[src/rtl/mod12_disp_pkg.sv]
// Shared types and constants for the mod-12 display stage: scan-state
// encoding, the counter's terminal value and the 7-segment glyphs
// (active-high, bit6 = a .. bit0 = g).
package mod12_disp_pkg;

  typedef enum logic [1:0] {
    S_UNITS = 2'd0,
    S_GAP_U = 2'd1,
    S_TENS  = 2'd2,
    S_GAP_T = 2'd3
  } scan_state_t;

  localparam logic [3:0] MOD12_MAX = 4'd11;

  localparam logic [6:0] SEG_0     = 7'b1111110;
  localparam logic [6:0] SEG_1     = 7'b0110000;
  localparam logic [6:0] SEG_2     = 7'b1101101;
  localparam logic [6:0] SEG_3     = 7'b1111001;
  localparam logic [6:0] SEG_4     = 7'b0110011;
  localparam logic [6:0] SEG_5     = 7'b1011011;
  localparam logic [6:0] SEG_6     = 7'b1011111;
  localparam logic [6:0] SEG_7     = 7'b1110000;
  localparam logic [6:0] SEG_8     = 7'b1111111;
  localparam logic [6:0] SEG_9     = 7'b1111011;
  localparam logic [6:0] SEG_E     = 7'b1001111;
  localparam logic [6:0] SEG_BLANK = 7'b0000000;

endpackage

[src/rtl/mod12_display_seg7_encode.sv]
// Combinational BCD digit to 7-segment encoder. Any value above 9 renders
// as 'E' so an out-of-range digit is visibly wrong rather than blank.
module seg7_encode
  import mod12_disp_pkg::*;
(
  input  logic [3:0] digit,
  output logic [6:0] seg
);

  // Glyph lookup
  always_comb begin
    seg = SEG_E;
    case (digit)
      4'd0:    seg = SEG_0;
      4'd1:    seg = SEG_1;
      4'd2:    seg = SEG_2;
      4'd3:    seg = SEG_3;
      4'd4:    seg = SEG_4;
      4'd5:    seg = SEG_5;
      4'd6:    seg = SEG_6;
      4'd7:    seg = SEG_7;
      4'd8:    seg = SEG_8;
      4'd9:    seg = SEG_9;
      default: seg = SEG_E;
    endcase
  end

endmodule

[src/rtl/mod12_display.sv]
// Display/event stage behind the mod-12 up/down counter. Samples the count
// every cycle, scans a 2-digit multiplexed 7-segment display with a one-cycle
// blank gap between digits, pulses and toggles AM/PM on every wrap
// (11->0 counting up, 0->11 counting down) and latches a sticky error on any
// count above 11.
// Build option: define MOD12_BLANK_EN to blank a leading-zero tens digit.
module mod12_display
  import mod12_disp_pkg::*;
#(
  parameter int REFRESH_DIV = 1000,
  parameter int CNT_W       = 4
) (
  input  logic             clock,
  input  logic             reset,
  input  logic [CNT_W-1:0] count_in,
  input  logic             mode_in,
  output logic [6:0]       seg_out,
  output logic [1:0]       dig_en,
  output logic             ampm,
  output logic             wrap_pulse,
  output logic             err
);

  localparam int             RW       = $clog2(REFRESH_DIV);
  localparam logic [RW-1:0]  REF_LAST = RW'(REFRESH_DIV - 1);

  logic [3:0]    count_q;
  logic [3:0]    prev_q;
  logic          mode_q;
  logic          samp_seen;
  logic          hist_valid;
  logic          wrap_det;
  logic          over;
  logic          tens;
  logic [3:0]    units_digit;
  logic [3:0]    enc_digit;
  logic [6:0]    enc_seg;
  logic [6:0]    tens_seg;
  scan_state_t   state;
  logic [RW-1:0] refresh_cnt;

  // Input sampling; hist_valid rises once both prev_q and count_q hold real samples
  always_ff @(posedge clock or posedge reset) begin
    if (reset) begin
      count_q    <= '0;
      prev_q     <= '0;
      mode_q     <= 1'b0;
      samp_seen  <= 1'b0;
      hist_valid <= 1'b0;
    end else begin
      count_q    <= count_in;
      prev_q     <= count_q;
      mode_q     <= mode_in;
      samp_seen  <= 1'b1;
      hist_valid <= samp_seen;
    end
  end

  assign wrap_det = hist_valid &
                    (( mode_q & (prev_q == MOD12_MAX) & (count_q == 4'd0)) |
                     (~mode_q & (prev_q == 4'd0)      & (count_q == MOD12_MAX)));

  // Wrap pulse, AM/PM toggle and sticky out-of-range flag
  always_ff @(posedge clock or posedge reset) begin
    if (reset) begin
      wrap_pulse <= 1'b0;
      ampm       <= 1'b0;
      err        <= 1'b0;
    end else begin
      wrap_pulse <= wrap_det;
      if (wrap_det)
        ampm <= ~ampm;
      if (over)
        err <= 1'b1;
    end
  end

  // Digit split of the sampled count; out-of-range shows 'E' on units only
  always_comb begin
    over        = (count_q > MOD12_MAX);
    tens        = (count_q >= 4'd10);
    units_digit = count_q;
    if (over)
      units_digit = 4'hE;
    else if (tens)
      units_digit = count_q - 4'd10;
    enc_digit = (state == S_TENS) ? {3'b000, tens} : units_digit;
  end

  seg7_encode u_enc (
    .digit (enc_digit),
    .seg   (enc_seg)
  );

  // Tens glyph: blank when out of range, optionally blank a leading zero
  always_comb begin
    tens_seg = enc_seg;
    if (over)
      tens_seg = SEG_BLANK;
`ifdef MOD12_BLANK_EN
    else if (!tens)
      tens_seg = SEG_BLANK;
`else
    else
      tens_seg = enc_seg;
`endif
  end

  // Scan FSM with registered digit enable and segments
  always_ff @(posedge clock or posedge reset) begin
    if (reset) begin
      state       <= S_UNITS;
      refresh_cnt <= '0;
      seg_out     <= SEG_BLANK;
      dig_en      <= 2'b00;
    end else begin
      case (state)
        S_UNITS: begin
          dig_en  <= 2'b01;
          seg_out <= enc_seg;
          if (refresh_cnt == REF_LAST) begin
            state       <= S_GAP_U;
            refresh_cnt <= '0;
          end else begin
            refresh_cnt <= refresh_cnt + 1'b1;
          end
        end
        S_GAP_U: begin
          dig_en      <= 2'b00;
          seg_out     <= SEG_BLANK;
          state       <= S_TENS;
          refresh_cnt <= '0;
        end
        S_TENS: begin
          dig_en  <= 2'b10;
          seg_out <= tens_seg;
          if (refresh_cnt == REF_LAST) begin
            state       <= S_GAP_T;
            refresh_cnt <= '0;
          end else begin
            refresh_cnt <= refresh_cnt + 1'b1;
          end
        end
        S_GAP_T: begin
          dig_en      <= 2'b00;
          seg_out     <= SEG_BLANK;
          state       <= S_UNITS;
          refresh_cnt <= '0;
        end
        default: begin
          dig_en      <= 2'b00;
          seg_out     <= SEG_BLANK;
          state       <= S_UNITS;
          refresh_cnt <= '0;
        end
      endcase
    end
  end

endmodule

[config.mk]
export PLATFORM = sky130hd
export DESIGN_NAME = mod12_display
export DESIGN_NICKNAME = d
export VERILOG_FILES = /design/src/rtl/mod12_disp_pkg.sv /design/src/rtl/mod12_display_seg7_encode.sv /design/src/rtl/mod12_display.sv
export SDC_FILE = /design/constraint.sdc
export NUM_CORES = 1
export LEC_CHECK = 0
export CAP_MARGIN = 20
export CORE_MARGIN = 5
export CORE_UTILIZATION = 55
export DETAILED_ROUTE_END_ITERATION = 10
export PLACE_DENSITY = 0.79
export RECOVER_POWER = 100
export SYNTH_ARGS = -nofsm -noshare
export SYNTH_HDL_FRONTEND = slang
export SYNTH_HIERARCHICAL = 1
export SYNTH_SLANG_ARGS = --single-unit
[constraint.sdc]
create_clock -name clock -period 3.7 [get_ports clock]
set_clock_uncertainty 0.1 [all_clocks]
set_input_delay 0.37 -clock clock [delete_from_list [all_inputs] [get_ports clock]]
set_output_delay 0.37 -clock clock [all_outputs]
set_load 0.03 [all_outputs]
After elaboration in Yosys (flattened, before gate mapping)

Memories as Yosys holds them, arrays and structs flattened.
Index checks and enable logic that the tools add are counted.

Input port bits: 7
Register bits after elaboration: 35
Memories: 1
Bits in read-only memories: 112
Logic and storage cells: 50
Output and inout port bits: 12

Memory list:

| memory           | words | bits a word | read ports | clocked after memory_dff | wr ports | line                            | source |
|---|---|---|---|---|---|---|---|
| (name not given) | 16    | 7           | 1          | 0                        | 0        | mod12_display_seg7_encode.sv:13 | `case (digit)` |

Eq/ne operators: 8
Bitwise gates (word level): 8
Reductions and logical operators: 6
$lt $le $gt $ge: 2
Multiplexer cells: 11
Add/sub/neg operators: 2

Operators by type and width:

| kind                                                     | number |
|---|---|
| case mux 7 bit (3 select lines)                          | 1 |
| case mux 10 bit (2 select lines)                         | 1 |
| 2-to-1 mux 4 bit                                         | 3 |
| adder 10 x 1 -> 10 bit, second input constant            | 1 |
| equality test 10 bit, second input constant              | 1 |
| 2-to-1 mux 10 bit                                        | 1 |
| equality test 4 bit, second input constant               | 2 |
| zero test 4 bit                                          | 2 |
| case mux 2 bit (4 select lines)                          | 1 |
| 2-to-1 mux 7 bit                                         | 1 |
| case mux 2 bit (3 select lines)                          | 1 |
| bitwise AND 1 bit                                        | 5 |
| equality test 2 bit, second input constant               | 2 |
| greater-or-equal comparator 4 bit, second input constant | 1 |
| greater-than comparator 4 bit, second input constant     | 1 |
| 2-to-1 mux 2 bit                                         | 2 |
| OR reduction 2 bit                                       | 2 |
| subtractor 4 bit, second input constant                  | 1 |
| equality test 2 x 1 -> 1 bit, second input constant      | 1 |
| zero test 2 bit                                          | 1 |
| != test 2 x 1 -> 1 bit, second input constant            | 1 |
| != test 2 bit, second input constant                     | 1 |
| NOT 1 bit                                                | 2 |
| AND reduction 2 bit                                      | 1 |
| OR 1 bit                                                 | 1 |

Longest topological paths before layout

Gate-level depths: netlist of run 1.
An unclocked memory read counts as a cell.

Depth in word-level cells: 7
Depth in mapped cells: 10
Depth with buffers taken out: 9

Cells and area by module

The synthesis of run 1 kept the hierarchy.

Modules (own cells, without submodules):

| module        | area an instance (um^2) | times used | cells an instance | sequential area each (um^2) |
|---|---|---|---|---|
| mod12_display | 1455.1                  | 1          | 127               | 875.8 |
| seg7_encode   | 190.2                   | 1          | 26                | 0.0 |

Least setup slack after synthesis of run 1

No wires, ideal clock.

Kind: register to register
From: register state[0]
To: register seg_out[3]
Slack: 1.392 ns
Clock period less this slack: 2.308 ns
Setup time: 0.137 ns
Arrival: 2.072 ns
Stages on the path, launching flop included: 11
Cells stage by stage: dfrtp_1 -> inv_1 -> ha_1 -> clkbuf_1 -> nand2_1 -> o22ai_1 -> inv_1 -> ha_1 -> or2b_1 -> a21o_1 -> nor2b_1

Word-level cells in the longest chain between the ends: 5

Ends and longest elaborated chain:

| what                                | line                 | source |
|---|---|---|
| start: declaration                  | mod12_display.sv:39  | `scan_state_t state;` |
| start signal: assignment            | mod12_display.sv:112 | `state <= S_UNITS;` |
| start signal: assignment            | mod12_display.sv:122 | `state <= S_GAP_U;` |
| start signal: assignment            | mod12_display.sv:131 | `state <= S_TENS;` |
| equality test 2 bit (*)             | mod12_display.sv:87  | `enc_digit = (state == S_TENS) ? {3'b000, tens} : units_digit;` |
| 2-to-1 mux 4 bit (*)                | mod12_display.sv:87  |  |
| net enc_digit[0]                    | mod12_display.sv:36  | `logic [3:0] enc_digit;` |
| memory (16 x 7 bit) (*)             | --                   |  |
| net enc_seg[3]                      | mod12_display.sv:37  | `logic [6:0] enc_seg;` |
| 2-to-1 mux 7 bit                    | mod12_display.sv:98  | `if (over)` |
| case mux 7 bit (3 select lines) (*) | mod12_display.sv:117 | `case (state)` |
| end signal: assignment              | mod12_display.sv:120 | `seg_out <= enc_seg;` |
| end signal: assignment              | mod12_display.sv:136 | `seg_out <= tens_seg;` |
| end: declaration                    | mod12_display.sv:17  | `output logic [6:0] seg_out,` |

Mark *: on every way through the listed nets, which the timed path passes. The rest lies on a longest branch.
A chain may end at the register's enable or synchronous reset.

Worst setup path after layout of run 1

Ends and elaborated chain as after synthesis.

==> results of run 1 <==
-- power groups by stage --
stage / combinational (mW) / clock (mW) / sequential, mW
2_1_floorplan: 0.0349 / 0 / 0.429
3_3_place_gp: 0.0845 / 0 / 0.412
3_5_place_dp: 0.0870 / 0 / 0.413
4_1_cts: 0.0874 / 0.298 / 0.405
5_1_grt: 0.0902 / 0.320 / 0.408
6_report: 0.0814 / 0.290 / 0.405
-- area by class of cell --
class,instances,area (um2),area share (%)
well taps,31,38.8,2.00
inverters,13,48.8,2.51
repair buffers,19,184,9.47
clock buffers,6,51.3,2.64
multi-input cells,103,708,36.5
clock inverters,2,35.0,1.80
flip-flops and latches,35,876,45.1
-- metal layers --
metal	vias up	global-route usage, %	part of all wire (%)
li1	571	-	-
met1	537	20.3	46
met2	22	28.6	48
met3	5	5.53	4.6
met4	0	6.86	1.8
met5	-	0	0
-- cell usage after synthesis, types with 2 or more instances --
cell       count  share of area [%]
a21o_1         3                1.4
a21oi_1        8                2.4
a2bb2oi_1      2                1.1
clkbuf_1       2               0.46
dfrtp_1       35                 53
ha_1          13                9.9
inv_1         13                3.0
nand2_1        6                1.4
nand2b_1       5                1.9
nand3_1        3               0.91
nand4_1        4                1.5
nor2_1        15                3.4
nor2b_1        7                2.7
nor3_1         2               0.61
o21ai_0        5                1.5
o22ai_1        3                1.1
xnor2_1        2                1.1
xor2_1         3                1.6
-- worst max-delay path, stage by stage, from the launching register on --
cell and delay [ns]:
dfrtp_1 0.43, inv_1 0.12, ha_1 0.32, nand2_1 0.09
o22ai_1 0.27, inv_1 0.15, ha_1 0.33, or2b_1 0.22
a21o_1 0.17, nor2b_1 0.12
-- cell families after synthesis --
family / share of synthesized area, %
and+or+nand+nor: 18.9
buffers and inverters: 3.42
xor gates and xnor gates: 2.66
AOI/OAI and AO/OA: 11.0
DFF: 53.2
muxes: 0.684
other: 0.228
adders and majority gates: 9.89
-- sequential cells by signal (all words and copies together) (netlist names), 2 cells and up --
| name | flops |
|---|---|
| seg_out | 7 |
| state | 2 |
| prev_q | 4 |
| count_q | 4 |
| refresh_cnt | 10 |
| dig_en | 2 |
-- stage by stage --
step	setup WS (ns)	util [%]	hold slack, ns	cells	area (um2)
final	1.24	69.2	0.261	209	1940
after global routing	1.06	69.2	0.270	209	1940
after CTS	1.24	69.5	0.265	209	1950
after detailed placement	1.26	66.5	0.238	201	1860
after global placement	1.41	66.5	0.235	201	1860
after floorplan	1.39	-	0.231	153	1650
-- path summary, 6_finish.rpt --
check / from / end / slack (ns)
worst max-delay path: state[0] / seg_out[3] / 1.24
worst min-delay path: samp_seen / hist_valid / 0.26
worst max register to register: state[0] / seg_out[3] / 1.24
worst min register to register: samp_seen / hist_valid / 0.26
max in group asynchronous: reset / seg_out[3] / 1.81
min in group asynchronous: reset / samp_seen / 0.44
-- layout by cell type, fill, tap and decap left out, drive strengths merged, types with 2 or more instances in the layout --
master       count
dfrtp           35
o21ai            5
clkbuf           7
nand2            6
a21oi            8
o22ai            3
inv             13
xnor2            2
nor2b            7
nand2b           5
nand3            4
dlygate4sd3     18
nor2            16
nor3             2
xor2             3
a21o             3
nand4            4
ha              13
a2bb2oi          2
==> flow_summary.yaml, run 1 <==
clock_network:
  clk_latency_ns: 0.34
  path_clk_slew_ns: 0.11
  clockBufferDepth: 2
  cts_resized: 0
  htreeDepth: 2
  ctsHoldBuffers: 0
  cts-root-buf: "clkbuf_4"
  tritoncts: "built"
  numCtsBuffers: 5
  postCtsSetupBuffers: 0
  cts.sinks: 35
cells_and_area:
  drive_gt1_share_pct: 6.18
  nNetsFinal: 197
  n_fill_cell: 212
  num_antenna_cells: 0
  areaGrowthSynthToFinish_pct: 18.0
timing:
  finalSetupViolCount: 0
  timing.setup.tns_ns: 0
  fmax_ghz: 0.407
  grt_setup_unrepaired: "false"
  final_max_slew_viol_count: 0
  hold_viol: 0
  finalCritPeriodShare_pct: 66.4
  slew_headroom_pct: 39.0
  period_minus_slack_ns: 2.46
  tightestPinTransition_ns: 0.915
critical_path:
  cp.required_ns: 3.81
  critPathLaunchType: "register"
  worst-path-max-fanout: 9
  crit_type: "reg2reg"
  worstSetupEndpointType: "register"
  r2r_cells: 9
  cp.arrival_ns: 2.56
synth:
  ys_types: 40
  synthFlopType: "dfrtp_1"
  synth_edf_count: 0
  synth-seq-cells: 35
  syn_nets: 173
  ys_warn_count: 6
  synthArstFlopShare_pct: 100
  avgSynthCellArea_um2: 10.8
  seq_area_frac_synth_pct: 53.2
  synthCells: 153
  syn-cell-area_mm2: 0.00165
drt:
  first_iter_violations: 52
  wl_um: 3000
  dr_total_vias: 1135
  drc: 0
  first_pass_iters: 4
  via_per_inst: 5.43
  wl_per_cell_um: 14.4
  drtAntennaViolNets: 0
power:
  power.share.clock_pct: 37.4
  power.density_mw_per_mm2: 400
  p_seq_share_pct: 52.1
  switchingPower_mw: 0.186
  p_comb_share_pct: 10.5
  p_leak_nw: 0.860
  switching_share_pct: 24.0
  irDropWorstVdd_uv: 269
  power.total_mw: 0.776
  intPower_mw: 0.590
status:
  status: "finished clean"
floorplanning:
  start_util_pct: 58.7
  ios: 19
  die_h_um: 64.7
  die_w_um: 64.7
  core_area_mm2: 0.00281
  rows: 19
  dieArea_mm2: 0.00419
placed_design:
  io_buffer_count: 18
  dp_hpwl_um: 2220
  gp_congestion: 0.909
global_routing:
  grt_pass1_wl_um: 5460
  overflow: 0
  grt_max_degree: 20
  antenna_found_initial: 0
  grt_pass1_vias: 1211
  grtUsageTotal_pct: 17.0
worst_hold_path:
  hold_class: "reg2reg"
  min_path_cells: 0
job:
  maxCapViolations: 0
(Power assumes the default switching activity.)
==> run 2: changes to the inputs <==
Settings changed: CORE_UTILIZATION 55 to 54, PLACE_DENSITY 0.79 to 0.77.
Clock period 3.7 ns to 2.4 ns, I/O delays scaled along.
==> flow_summary.yaml, run 2 (synthesized netlist as in run 1, its figures left out) <==
status:
  status: "finished clean"
cells_and_area:
  num_antenna_cells: 0
  n_fill_cell: 220
  nNetsFinal: 201
  stdcell_count: 215
  top_register: "refresh_cnt"
  layout_common_cells: "dfrtp_1 (35), dlygate4sd3_1 (18), nor2_1 (15)"
  largest_reg_flops: 10
  areaGrowthSynthToFinish_pct: 21.2
  top_regs: "refresh_cnt (10), seg_out (7)"
  layout_commonest_cell: "dfrtp_1"
  drive_gt1_share_pct: 8.24
drt:
  via_per_inst: 5.49
  dr_total_vias: 1180
  first_pass_iters: 4
  first_iter_violations: 103
  drtAntennaViolNets: 0
  wl_um: 3200
  wl_per_cell_um: 14.9
  drc: 0
clock_network:
  postCtsSetupBuffers: 0
  cts.sinks: 35
  clockBufferDepth: 2
  cts-root-buf: "clkbuf_4"
  cts_resized: 0
  path_clk_slew_ns: 0.11
  htreeDepth: 2
  tritoncts: "built"
  clk_latency_ns: 0.34
  ctsHoldBuffers: 0
  numCtsBuffers: 5
worst_hold_path:
  min_path_cells: 0
  hold_class: "reg2reg"
  min-delay-start: "samp_seen"
  holdPathEnd: "hist_valid"
critical_path:
  crit_type: "reg2reg"
  cp.required_ns: 2.51
  r2r_end: "seg_out[3]"
  crit_top_cell: "inv_1"
  critPathLaunchType: "register"
  cpLargestDelayFamily: "adder cells"
  reg2reg_slack_ns: 0.17
  worstSetupEndpointType: "register"
  cp.arrival_ns: 2.34
  rr_startpoint: "state[0]"
  path_buf_inv: 2
  worst-path-max-fanout: 5
  cp_slowest_cell: "dfrtp_1"
  crit_chain: "inv_1 > ha_2 > nand2_1 > o22ai_2 > inv_1 > ha_1 > or2b_1 > a21o_1 > nor2b_1"
  critPathMaxStageDelay_ns: 0.43
  r2r_cells: 9
floorplanning:
  die_w_um: 65.2
  ios: 19
  dieArea_mm2: 0.00425
  die_h_um: 65.2
  core_area_mm2: 0.00298
  rows: 20
  start_util_pct: 55.3
timing:
  final_max_slew_viol_count: 0
  layout_setup_ws_ns: 0.169
  hold_viol: 0
  finalSetupViolCount: 0
  slew_headroom_pct: 40.6
  grt_setup_unrepaired: "false"
  fmax_ghz: 0.448
  timing.setup.tns_ns: 0
  period_minus_slack_ns: 2.23
  tightestPinTransition_ns: 0.891
  finalCritPeriodShare_pct: 93.0
power:
  power.total_mw: 1.28
  irDropWorstVdd_uv: 513
  p_leak_nw: 0.876
  power.density_mw_per_mm2: 643
placed_design:
  dp_slack_ns: 0.0952
  io_buffer_count: 18
  placed_cells: 207
  gp_congestion: 0.851
  dp_hpwl_um: 2270
global_routing:
  grtUsageTotal_pct: 17.7
  antenna_found_initial: 0
  grt_max_degree: 19
  grt_pass1_wl_um: 5560
  grt_pass1_vias: 1218
  overflow: 0
job:
  maxCapViolations: 0
[run 2: cell count changes in the layout (fill, tap and decap cells not counted), sizes merged]
cell,previous run,this run
buf,0,2
bufinv,1,2
clkbuf,7,8
clkinv,1,0
clkinvlp,0,1
[run 2: metrics by stage]
stage / hold slack [ns] / utilization [%] / instance area [um2]
final: 0.261 / 67.0 / 1990
after global routing: 0.270 / 67.0 / 1990
after CTS: 0.106 / 67.2 / 2000
after detailed placement: 0.238 / 63.7 / 1900
after global placement: 0.238 / 63.7 / 1900
after floorplan: 0.171 / - / 1650
[run 2: final cells by class]
| type | instances | area, um2 | share of cell area (%) |
|---|---|---|---|
| well taps | 33 | 41.3 | 2.07 |
| clock buffers | 5 | 37.5 | 1.88 |
| multi-input cells | 103 | 717 | 35.9 |
| inverters | 13 | 48.8 | 2.45 |
| clock inverters | 3 | 67.6 | 3.39 |
| repair buffers | 23 | 206 | 10.4 |
| flip-flops and latches | 35 | 876 | 43.9 |
[run 2: report_power, final]
part	total, mW	leakage [nW]	switching (mW)	internal [mW]
registers	0.623	0.413	0.0115	0.612
logic	0.129	0.412	0.0754	0.0537
clock network	0.530	0.0514	0.206	0.324
[run 2: worst reg2reg max path, stage by stage (launching register included)]
cell     delay (ns)
dfrtp_1        0.43
inv_1          0.12
ha_2           0.24
nand2_1        0.08
o22ai_2        0.21
inv_1          0.12
ha_1           0.31
or2b_1         0.22
a21o_1         0.17
nor2b_1        0.12
[run 2: worst max-delay path by stage]
stage / end / start / depth (start not counted) / slack (ns)
after global routing: seg_out[3] / state[0] / 9 / 0.03
after global placement: seg_out[3] / state[0] / 9 / 0.19
after floorplan: seg_out[3] / state[0] / 10 / 0.09
after detailed placement: seg_out[3] / state[0] / 9 / 0.1
after CTS: seg_out[3] / state[0] / 9 / 0.07
final: seg_out[3] / state[0] / 9 / 0.17
[run 2: routing by layer]
metal / global-route usage [%] / share of wire, % / up-vias
li1: - / - / 578
met1: 19.9 / 40 / 566
met2: 30.5 / 53 / 27
met3: 4.96 / 3.8 / 9
met4: 8.81 / 2.9 / 0
met5: 0 / 0 / -
==> run 3: changes to the inputs <==
Settings changed: CAP_MARGIN 20 to not set.
==> results of run 3 <==
Same layout as run 2: the final DEF is identical, and so are final timing and power.
